## config.mk

```make
export PLATFORM = sky130hd
export DESIGN_NAME = ahb_slave_write_buffer
export DESIGN_NICKNAME = d
export VERILOG_FILES = /design/src/rtl/ahb_lite_pkg.sv /design/src/rtl/wbuf_fifo.sv /design/src/rtl/ahb_slave_write_buffer.sv
export SDC_FILE = /design/constraint.sdc
export NUM_CORES = 1
export LEC_CHECK = 0
export CORE_MARGIN = 2
export CORE_UTILIZATION = 55
export CTS_BUF_LIST = sky130_fd_sc_hd__clkbuf_2
export CTS_CLUSTER_SIZE = 16
export DETAILED_ROUTE_END_ITERATION = 8
export PLACE_DENSITY_LB_ADDON = 0.15
export RECOVER_POWER = 50
export SLEW_MARGIN = 10
export SYNTH_ARGS = -nofsm -noshare
export SYNTH_HDL_FRONTEND = slang
export SYNTH_SLANG_ARGS = --single-unit
```

## constraint.sdc

```tcl
create_clock -name HCLK -period 3.9 [get_ports HCLK]
set_input_delay 1.17 -clock HCLK [delete_from_list [all_inputs] [get_ports HCLK]]
set_output_delay 1.17 -clock HCLK [all_outputs]
set_load 0.02 [all_outputs]
```

## src/rtl/ahb_lite_pkg.sv

```systemverilog
// Shared AHB-Lite encodings plus the write-buffer entry layout and phase type.
package ahb_lite_pkg;

  typedef enum logic [1:0] {
    HTRANS_IDLE   = 2'b00,
    HTRANS_BUSY   = 2'b01,
    HTRANS_NONSEQ = 2'b10,
    HTRANS_SEQ    = 2'b11
  } htrans_t;

  typedef enum logic [2:0] {
    HSIZE_BYTE  = 3'b000,
    HSIZE_HALF  = 3'b001,
    HSIZE_WORD  = 3'b010,
    HSIZE_DWORD = 3'b011,
    HSIZE_128   = 3'b100
  } hsize_t;

  localparam int WBUF_ADDR_W = 32;
  localparam int WBUF_DATA_W = 128;

  typedef struct packed {
    logic [WBUF_ADDR_W-1:0] addr;
    logic [2:0]             size;
    logic [WBUF_DATA_W-1:0] data;
  } wbuf_entry_t;

  // PH_DATA means an accepted write address is waiting for its data phase
  typedef enum logic {
    PH_IDLE = 1'b0,
    PH_DATA = 1'b1
  } wbuf_phase_t;

endpackage

```

## src/rtl/wbuf_fifo.sv

```systemverilog
// Generic circular FIFO with wrap-bit pointers; storage is cleared on reset.
module wbuf_fifo #(
  parameter int DEPTH = 4,
  parameter int WIDTH = 8,
  localparam int AW   = $clog2(DEPTH)
) (
  input  logic          HCLK,
  input  logic          HRESETn,
  input  logic          push,
  input  logic          pop,
  input  logic [WIDTH-1:0] din,
  output logic          full,
  output logic          empty,
  output logic [AW:0]   count,
  output logic [WIDTH-1:0] head
);

  logic [WIDTH-1:0] mem [DEPTH];
  logic [AW:0]      wptr;
  logic [AW:0]      rptr;
  logic             pop_en;
  logic             push_en;

  assign empty   = (wptr == rptr);
  assign full    = (wptr[AW-1:0] == rptr[AW-1:0]) && (wptr[AW] != rptr[AW]);
  assign pop_en  = pop & ~empty;
  // A push while full is only legal when the head leaves in the same cycle
  assign push_en = push & (~full | pop_en);
  assign count   = wptr - rptr;
  assign head    = mem[rptr[AW-1:0]];

  always_ff @(posedge HCLK or negedge HRESETn) begin
    if (!HRESETn) begin
      wptr <= '0;
      rptr <= '0;
      for (int i = 0; i < DEPTH; i++) mem[i] <= '0;
    end else begin
      if (push_en) begin
        mem[wptr[AW-1:0]] <= din;
        wptr              <= wptr + 1'b1;
      end
      if (pop_en) rptr <= rptr + 1'b1;
    end
  end

endmodule

```

## src/rtl/ahb_slave_write_buffer.sv

```systemverilog
// Queues AHB-Lite write transfers for the core, stalling the bus when full.
// Optional WRITE_BUF_STATS_EN adds a saturating stall_cnt output.
module ahb_slave_write_buffer
  import ahb_lite_pkg::*;
#(
  parameter int DEPTH  = 4,
  parameter int ADDR_W = 32,
  parameter int DATA_W = 128,
  localparam int CW    = $clog2(DEPTH) + 1
) (
  input  logic              HCLK,
  input  logic              HRESETn,
  input  logic              HSELx,
  input  logic [31:0]       HADDR,
  input  logic              HWRITE,
  input  logic [2:0]        HSIZE,
  input  logic [1:0]        HTRANS,
  input  logic              HREADY,
  input  logic [DATA_W-1:0] SWDATA,
  input  logic              size_err,
  output logic              ready,
  output logic              wr_valid,
  output logic [ADDR_W-1:0] wr_addr,
  output logic [2:0]        wr_size,
  output logic [DATA_W-1:0] wr_data,
  input  logic              wr_pop,
  output logic [CW-1:0]     count
`ifdef WRITE_BUF_STATS_EN
  ,
  output logic [15:0]       stall_cnt
`endif
);

  localparam int EW = ADDR_W + 3 + DATA_W;

  wbuf_phase_t       phase;
  logic [ADDR_W-1:0] addr_q;
  logic [2:0]        size_q;
  logic              accept;
  logic              push;
  logic              stall;
  logic              full;
  logic              empty;
  logic [EW-1:0]     head;

  assign accept = HSELx & HREADY & HWRITE &
                  ((HTRANS == HTRANS_NONSEQ) || (HTRANS == HTRANS_SEQ));
  assign push   = (phase == PH_DATA) & ~size_err & (~full | wr_pop);
  assign stall  = (phase == PH_DATA) & ~size_err & full & ~wr_pop;
  assign ready  = ~stall;

  // A stalled data phase keeps its address latched until the entry fits
  always_ff @(posedge HCLK or negedge HRESETn) begin
    if (!HRESETn) begin
      phase  <= PH_IDLE;
      addr_q <= '0;
      size_q <= '0;
    end else if (!stall) begin
      if (accept) begin
        phase  <= PH_DATA;
        addr_q <= HADDR[ADDR_W-1:0];
        size_q <= HSIZE;
      end else begin
        phase  <= PH_IDLE;
      end
    end
  end

  wbuf_fifo #(
    .DEPTH (DEPTH),
    .WIDTH (EW)
  ) u_fifo (
    .HCLK    (HCLK),
    .HRESETn (HRESETn),
    .push    (push),
    .pop     (wr_pop),
    .din     ({addr_q, size_q, SWDATA}),
    .full    (full),
    .empty   (empty),
    .count   (count),
    .head    (head)
  );

  assign wr_valid = ~empty;
  assign {wr_addr, wr_size, wr_data} = head;

`ifdef WRITE_BUF_STATS_EN
  always_ff @(posedge HCLK or negedge HRESETn) begin
    if (!HRESETn) begin
      stall_cnt <= '0;
    end else if (stall && (stall_cnt != 16'hFFFF)) begin
      stall_cnt <= stall_cnt + 16'd1;
    end
  end
`endif

endmodule

```

# ---- Yosys cells after proc, flatten, opt, wreduce, memory -nomap -nowiden
# Index checks and enable logic that the tools add are counted.
# W data, S select, Z words.
dict set report word_totals {
  reg_bits 694
  inputBits 172
  output_inout_bits 168
  wordCells 49
}
dict set report op_classes {
  add_sub_neg 3
  n_lt_le_gt_ge 3
  eq_ne 5
  n_mux 7
  n_bitwise 18
  reduce_logical 4
}
# op n
set op_table {}
lappend op_table {{$bwmux W652} 1}
lappend op_table {{$mux W163} 3}
lappend op_table {{$bmux W163 S2} 1}
lappend op_table {{$demux W163 S2} 1}
lappend op_table {{$and A1 B1 Y1} 9}
lappend op_table {{$add A3 B1 Y3 const B} 2}
lappend op_table {{$ge A3 B3 Y1 const B} 2}
lappend op_table {{$not A2 Y3} 2}
lappend op_table {{$not A1 Y1} 5}
lappend op_table {{$eq A2 B2 Y1 const B} 2}
lappend op_table {{$eq A3 B3 Y1} 1}
lappend op_table {{$lt A3 B1 Y1 const B} 1}
lappend op_table {{$sub A3 B3 Y3} 1}
lappend op_table {{$eq A2 B2 Y1} 1}
lappend op_table {{$logic_and A1 B1 Y1} 2}
lappend op_table {{$or A1 B1 Y1} 2}
lappend op_table {{$reduce_and A2 Y1} 1}
lappend op_table {{$logic_or A1 B1 Y1} 1}
lappend op_table {{$mux W1} 1}
lappend op_table {{$ne A1 B1 Y1} 1}

# ---- Logic depth before layout (Yosys ltp)
# Gate-level depths: netlist of run 1.
dict set report depth {
  depth_word 6
  mapped_depth 10
  mapped_depth_nobuf 5
}

# ---- Modules after synthesis
# From an unflattened synthesis of run 1, not the netlist that was laid out.
dict set report hier_totals {
  cells_unflattened 1700
  area_unflattened_um2 30180.2
}
# module instances cells_per_inst area_per_inst_um2 seq_area_each_um2
set modules_own_cells {}
lappend modules_own_cells {wbuf_fifo 1 1618 28630.0 16465.8}
lappend modules_own_cells {ahb_slave_write_buffer 1 82 1550.2 900.9}

# ---- Worst setup path before layout of run 1
# OpenSTA, ideal clock, no wires.
dict set report synth_path {
  path_type {register to output}
  start {register u_fifo.rptr[1]}
  end {output port ready}
  t_arrival_ns 1.818
  required_ns 2.730
  slack_ns 0.912
  stages_incl_launch_ff 7
  n_path_buf 2
  path_cell_list {dfrtp_1 > clkbuf_1 > buf_1 > inv_1 > ha_1 > and3b_1 > nand3_1}
}
dict set report synth_between {
  elab_chain_cells 5
}
# item line_no
set synth_lines {}
lappend synth_lines {{start, declared} wbuf_fifo.sv:20} ;# logic [AW:0] rptr;
lappend synth_lines {{start signal, assigned} wbuf_fifo.sv:42} ;# if (pop_en) rptr <= rptr + 1'b1;
lappend synth_lines {{$eq A2 B2 Y1} wbuf_fifo.sv:25} ;# assign full = (wptr[AW-1:0] == rptr[AW-1:0]) && (wptr[AW] != rptr[AW]);
lappend synth_lines {{$logic_and A1 B1 Y1} wbuf_fifo.sv:25}
lappend synth_lines {{$and A1 B1 Y1 (2 in a row)} ahb_slave_write_buffer.sv:49} ;# assign stall = (phase == PH_DATA) & ~size_err & full & ~wr_pop;
lappend synth_lines {{$not A1 Y1 (no line)} -}
lappend synth_lines {{end, declared} ahb_slave_write_buffer.sv:21} ;# output logic ready,
# Every way passes these cells.

# ---- Final worst setup path of run 1
dict set report layout_path {
  start {register u_fifo.rptr[0]}
  end {output port wr_data[83]}
}
dict set report layout_between {
  elab_chain_cells 4
}
# item line_no
set layout_lines {}
lappend layout_lines {{$not A2 Y3 (not written as such)} wbuf_fifo.sv:30} ;# assign head = mem[rptr[AW-1:0]];
lappend layout_lines {{$bmux W163 S2} wbuf_fifo.sv:30}
lappend layout_lines {{$mux W163 (not written as such) (2 in a row)} wbuf_fifo.sv:30}
lappend layout_lines {{end, declared} ahb_slave_write_buffer.sv:25} ;# output logic [DATA_W-1:0] wr_data,
# Every way passes these cells. The select of a mux whose other input is x is not followed.

==> run_results.csv, run 1 <==
group,metric,value,unit
timing,setup_viol,166,
routing,wl,70320,um
global_routing,grt_overflow,0,
setup_path,crit_type,"reg2out",
setup_path,crit_start,"u_fifo.rptr[0]$_DFFE_PN0P_",
timing,report.final.slew_viol_count,256,
setup_path,worstPathRequired,2.73,ns
pwr,ir_drop,0.4631,mV
synth,yosys_warnings,0,
place,post-place-ws,0.4488,ns
synth,async_reset_ff_share,100.0,%
timing,fmax,233.6,MHz
setup_path,regToRegSetupSlack,1.01,ns
place,gp_congestion,0.7327,
setup_path,cp-start-kind,"register",
timing,finalSetupTns,-41.00,ns
timing,worst_slack,-0.3811,ns
synth,netlist_instances,1692,
global_routing,grt_max_degree,94,
floorplan,fp.dieW,236.8,um
synth,synth-edff-count,0,
clock_tree,clk_path_buf_depth,3,
routing,drtPass1Iterations,4,
synth,synth_flop_cell,"dfrtp_1",
setup_path,critPathArrivalTime,3.11,ns
clock_tree,root_buffer,"clkbuf_2",
timing,tightestPinTransition,1.935,ns
layout,final_cells,3062,
synth,synth-seq-area-share,58.24,%
routing,vias_per_cell,5.662,
timing,holdWs,0.4266,ns
timing,maxSlewHeadroom,-28.97,%
global_routing,antenna_found_initial,12,
layout,drive_above_1_share,55.35,%
global_routing,grt_pass1_wl,109600,um
floorplan,dieArea,56090,um2
clock_tree,cts_tree,"yes",
clock_tree,cts-buffers-inserted,180,
timing,rsz0062_at_grt,"true",
run_status,violations,"capacitance limit, slew limit, setup timing",
layout,fin_area,37050,um2
layout,nFillCells,3759,
hold_path,worstHoldStart,"HADDR[23]",
place,place_area,34240,um2
synth,syn_area_per_cell,17.62,um2
clock_tree,clk_latency,1.34,ns
setup_path,cp_max_fo,7,
global_routing,grtUsageTotal,25.73,%
place,placed_cells,2667,
synth,synth-seq-cells,694,
run_status,status,"complete, but fails checks",
routing,post-route-drc-count,0,
layout,area_growth,24.24,%
floorplan,row_count,85,
layout,finalNetCount,2410,
timing,period_needed,4.281,ns
routing,vias,17340,
pwr,p_leak,18.21,nW
clock_tree,clock_sinks,694,
synth,synth_fp_nets,1872,
setup_path,regToRegStartpoint,"u_fifo.rptr[0]$_DFFE_PN0P_",
hold_path,min_path_type,"in2reg",
place,hpwlAfterDp,41040,um
timing,min_period_over_period,109.8,%
synth,synth_top_area_share,58.24,%
floorplan,ios,340,
setup_path,cp-end-kind,"output port",
clock_tree,htreeDepth,4,
clock_tree,cts.clk_slew.worst_paths,0.10,ns
timing,hold_viol,0,
synth,synth_top_area_cell,"dfrtp_1",
routing,drt_iter0_drc,606,
job,drv_cap,4,
place,io_buffers,338,
routing,avgRoutedWirePerCell,22.97,um
pwr,design_power_total,26.92,mW
timing,finalClockSkew,0.05196,ns
layout,final_util,68.98,%
synth,synthDistinctLibCells,25,
synth,syn_area,29820,um2
routing,antenna_left,0,
floorplan,die_h,236.8,um
global_routing,grt_pass1_vias,19340,
pwr,p_per_area,726.7,nW/um2
floorplan,start_util,55.52,%
synth,synthTopCellsByArea,"dfrtp_1 (58%), mux2_2 (21%), mux4_2 (12%), mux2_1 (5.5%), buf_6 (0.91%)",
floorplan,design.core.area,53710,um2
worst max-delay path, stage by stage (launching register included):
cell and delay, ns:
dfrtp_4 0.50, buf_6 0.13, buf_6 0.12, buf_12 0.14, buf_12 0.13, buf_16 0.15, mux4_2 0.44, buf_6 0.15
report_power, final:
| part | total [mW] | switching, mW | leakage [nW] | internal (mW) |
|---|---|---|---|---|
| Combinational | 11.5 | 4.97 | 7.73 | 6.53 |
| Clock | 4.88 | 2.88 | 1.24 | 1.99 |
| Sequential | 10.5 | 1.18 | 9.24 | 9.37 |
logic make-up (layout without fill, tap and decap cells):
kind of cell / count (synthesis) / count (layout) / synth area share [%]
AO/OA/AOI/OAI: 8 / 8 / 0.2266
XOR/XNOR: 7 / 7 / 0.2308
adder cells (fa/ha/maj): 8 / 8 / 0.3608
buffers and inverters: 116 / 778 / 2.480
flip-flops: 694 / 694 / 58.24
multiplexers: 852 / 852 / 38.33
other: 0 / 12 / 0
AND/OR/NAND/NOR: 7 / 7 / 0.1301
final timing paths:
kind                       depth (start not counted)                     endpoint
hold / removal                                     2       addr_q[23]$_DFFE_PN0P_
max in group asynchronous                          4  u_fifo.mem[299]$_DFFE_PN0P_
min in group asynchronous                          2   u_fifo.mem[91]$_DFFE_PN0P_
hold reg to reg                                    1  u_fifo.mem[462]$_DFFE_PN0P_
setup reg to reg                                   8  u_fifo.mem[456]$_DFFE_PN0P_
setup / recovery                                   7                  wr_data[83]
synthesized netlist by cell type (2+ instances only):
cell type  number
mux2_1        146
mux4_2        163
nand2_1         2
o311ai_1        4
nand3_1         2
clkbuf_1       14
buf_6          24
ha_1            7
buf_1           6
xnor2_1         5
inv_1           5
buf_4          16
mux2_2        543
buf_2          51
dfrtp_1       694
what timing repair did:
action | 4_1_cts | 5_1_grt
setup endpoints to repair | 168 | 168
gates cloned | 11 | 8
hold buffers | 1 | 0
setup buffers | 22 | 39
pin swaps | 2 | 3
resized for setup | 686 | 415
hold endpoints to repair | 49 | 0
layout by cell type (no fill, tap or decap), drive strengths merged:
cell / n
dfrtp: 694
mux2: 689
clkbuf: 302
buf: 274
clkdlybuf4s50: 169
mux4: 163
clkinv: 19
diode: 12
inv: 9
ha: 7
xnor2: 6
o311ai: 4
nand2: 2
clkinvlp: 2
bufinv: 2
nand3: 2
xor2: 1
nor2b: 1
and3b: 1
nand4: 1
a31oi: 1
o211ai: 1
o21ai: 1
o31ai: 1
fa: 1
dlygate4sd3: 1
metal layers:
metal	part of all wire [%]	GRT usage, %
met1	41	32.11
met2	51	42.26
met3	5.3	7.636
met4	2.7	10.68
met5	0.082	0
cell type report:
type                            instances  area (um2)  area share, %
Antenna cell                           12       30.03        0.08106
Clock buffer                          279        1396          3.769
Clock inverter                         27       163.9         0.4424
Inverter                                5       18.77        0.05066
Multi-Input combinational cell        882       11860          32.00
Sequential cell                       694       17370          46.90
Tap cell                              696       870.8          2.351
Timing Repair Buffer                  467        5335          14.40
state kept, by name (all words and copies together) (netlist names):
signal and cells:
addr_q 32, phase 1, size_q 3, u_fifo.mem 652
u_fifo.rptr 3, u_fifo.wptr 3
Power figures use the tool's default switching activity.
==> run 2: changes to the inputs <==
Settings changed: GPL_TIMING_DRIVEN from default to 0.
==> run 2 against run 1 <==
Against the previous run:
- the run still ends with capacitance limit, slew limit, setup timing left
- critical path depth down 2
- clock skew up 0.021 ns
- maximum frequency up 3.8%
- global-route usage down 0.67 points
- utilization down 1.7 points
- largest cell class unchanged
==> run_results.csv, run 2 (synthesized netlist as in run 1, its figures left out) <==
group,metric,value,unit
run_status,status,"complete, but fails checks",
run_status,violations,"capacitance limit, slew limit, setup timing",
routing,vias_per_cell,5.596,
pwr,ir_drop,0.3718,mV
clock_tree,cts.clk_slew.worst_paths,0.10,ns
timing,maxSlewHeadroom,-70.48,%
timing,finalSetupTns,-26.60,ns
place,hpwlAfterDp,44820,um
timing,rsz0062_at_grt,"true",
clock_tree,cts-buffers-inserted,179,
pwr,p_comb_share,39.5,%
setup_path,r2r_end,"addr_q[14]$_DFFE_PN0P_",
setup_path,worst-path-buf-inv,4,
layout,regArea,17370,um2
clock_tree,htreeDepth,4,
global_routing,grt_pass1_wl,106300,um
place,post-place-ws,-0.4757,ns
routing,antenna_left,0,
place,placed_cells,2732,
timing,hold_viol,0,
pwr,p_leak,17.98,nW
layout,final_util,67.27,%
timing,worst_slack,-0.2234,ns
setup_path,cpPeakStageDelay,0.54,ns
setup_path,critPathArrivalTime,2.95,ns
setup_path,path_cells,"buf_4 -> clkbuf_16 -> buf_12 -> mux4_2 -> buf_2",
layout,final_cells,3070,
setup_path,regToRegStartpoint,"u_fifo.rptr[1]$_DFFE_PN0P_",
timing,holdWs,0.3268,ns
hold_path,min_path_type,"in2async",
clock_tree,clk_path_buf_depth,3,
layout,fin_area,36130,um2
setup_path,cp_max_fo,10,
layout,nFillCells,3840,
pwr,p_per_area,702.0,nW/um2
global_routing,grt_overflow,0,
setup_path,regToRegSetupSlack,1.01,ns
setup_path,crit_start,"u_fifo.rptr[0]$_DFFE_PN0P_",
floorplan,ios,340,
layout,finalNetCount,2433,
global_routing,grt_pass1_vias,19140,
timing,period_needed,4.123,ns
floorplan,die_h,236.8,um
global_routing,antenna_found_initial,14,
layout,area_growth,21.17,%
setup_path,cp-end-kind,"output port",
floorplan,dieArea,56090,um2
timing,tightestPinTransition,2.557,ns
pwr,netSwitchingPower,8.566,mW
clock_tree,cts_tree,"yes",
routing,wl,68440,um
global_routing,grt_max_degree,117,
timing,report.final.slew_viol_count,209,
global_routing,grtUsageTotal,25.06,%
setup_path,cp-start-kind,"register",
pwr,design_power_total,25.36,mW
timing,finalClockSkew,0.07277,ns
clock_tree,root_buffer,"clkbuf_2",
clock_tree,clock_sinks,694,
layout,final_cell_mix,"dfrtp_1 (692), mux2_2 (543), clkbuf_2 (295)",
layout,drive_above_1_share,55.33,%
pwr,p_sw_share,33.77,%
layout,largest_reg_flops,652,
timing,min_period_over_period,105.7,%
pwr,seq_power_share,41.4,%
floorplan,row_count,85,
place,io_buffers,338,
routing,drt_iter0_drc,669,
routing,post-route-drc-count,0,
layout,multi_input_area,11760,um2
routing,avgRoutedWirePerCell,22.29,um
layout,reg_top3,"u_fifo.mem x652, addr_q x32",
routing,drtPass1Iterations,4,
floorplan,fp.dieW,236.8,um
setup_path,crit_type,"reg2out",
place,place_area,34240,um2
clock_tree,clk_latency,1.35,ns
job,drv_cap,2,
layout,regMostFlops,"u_fifo.mem",
pwr,clockPowerShare,19.1,%
setup_path,slowest_stage,"mux4_2",
pwr,p_int,16.80,mW
setup_path,cpLargestDelayFamily,"buffers and inverters",
floorplan,start_util,55.52,%
routing,vias,17180,
timing,setup_viol,166,
layout,final_common_cell,"dfrtp_1",
timing,fmax,242.5,MHz
setup_path,worstPathRequired,2.73,ns
setup_path,reg2regPathDepth,8,
place,gp_congestion,0.7825,
floorplan,design.core.area,53710,um2
==> run 2: cell count changes in the layout (fill, tap and decap cells not counted), sizes merged <==
| cell | before | now |
|---|---|---|
| bufinv | 2 | 4 |
| diode | 12 | 8 |
| clkbuf | 302 | 315 |
| buf | 274 | 261 |
| dlymetal6s2s | 0 | 1 |
| clkinv | 19 | 28 |
==> run 2: layout make-up <==
class / count / area share, %
flip-flops and latches: 694 / 48.07
multi-input cells: 882 / 32.54
repair buffers: 380 / 9.530
clock buffers: 256 / 3.546
plain buffers: 111 / 3.058
well taps: 696 / 2.410
clock inverters: 38 / 0.7168
inverters: 5 / 0.06580
diodes: 8 / 0.05541
==> run 2: worst register-to-register path, delay by kind of cell (launching register included) <==
kind | cells | cell delay, ns
buf+inv | 4 | 0.79
simple gates | 1 | 0.23
mux | 1 | 0.38
compound gates | 1 | 0.72
flops | 1 | 0.46
fa+ha+maj | 1 | 0.19
==> run 2: power groups by stage <==
stage               registers, mW  clock network (mW)  logic (mW)
floorplan                    10.2                   0        6.08
global placement             10.5                   0        9.41
detailed placement           10.6                   0        9.60
CTS                          10.5                5.04        9.48
global route                 10.8                5.44        10.7
finish                       10.5                4.84        10.0
==> run 2: what timing repair did <==
item                       in CTS  in global routing
pin swaps                       2                  2
hold buffers                    1                  0
cloned                          1                  8
setup buffers                   4                 22
resized for setup             414                501
hold endpoints to repair       48                  0
setup endpoints to repair     242                168
==> run 2: metal layers <==
layer	wire (um)	share of wire, %	vias up	GRT usage, %
li1	-	-	7569	-
met3	4338	6.3	109	8.382
met1	28510	42	9087	31.64
met2	33910	50	399	40.10
met4	1558	2.3	16	10.30
met5	115	0.17	-	0
==> run 2: how the worst max path moves through the flow <==
stage,end,cells past startpoint
2_1_floorplan,ready,6
3_3_place_gp,u_fifo.mem[198]$_DFFE_PN0P_,1
3_5_place_dp,ready,7
4_1_cts,wr_addr[12],4
5_1_grt,wr_addr[12],5
6_report,wr_addr[12],5
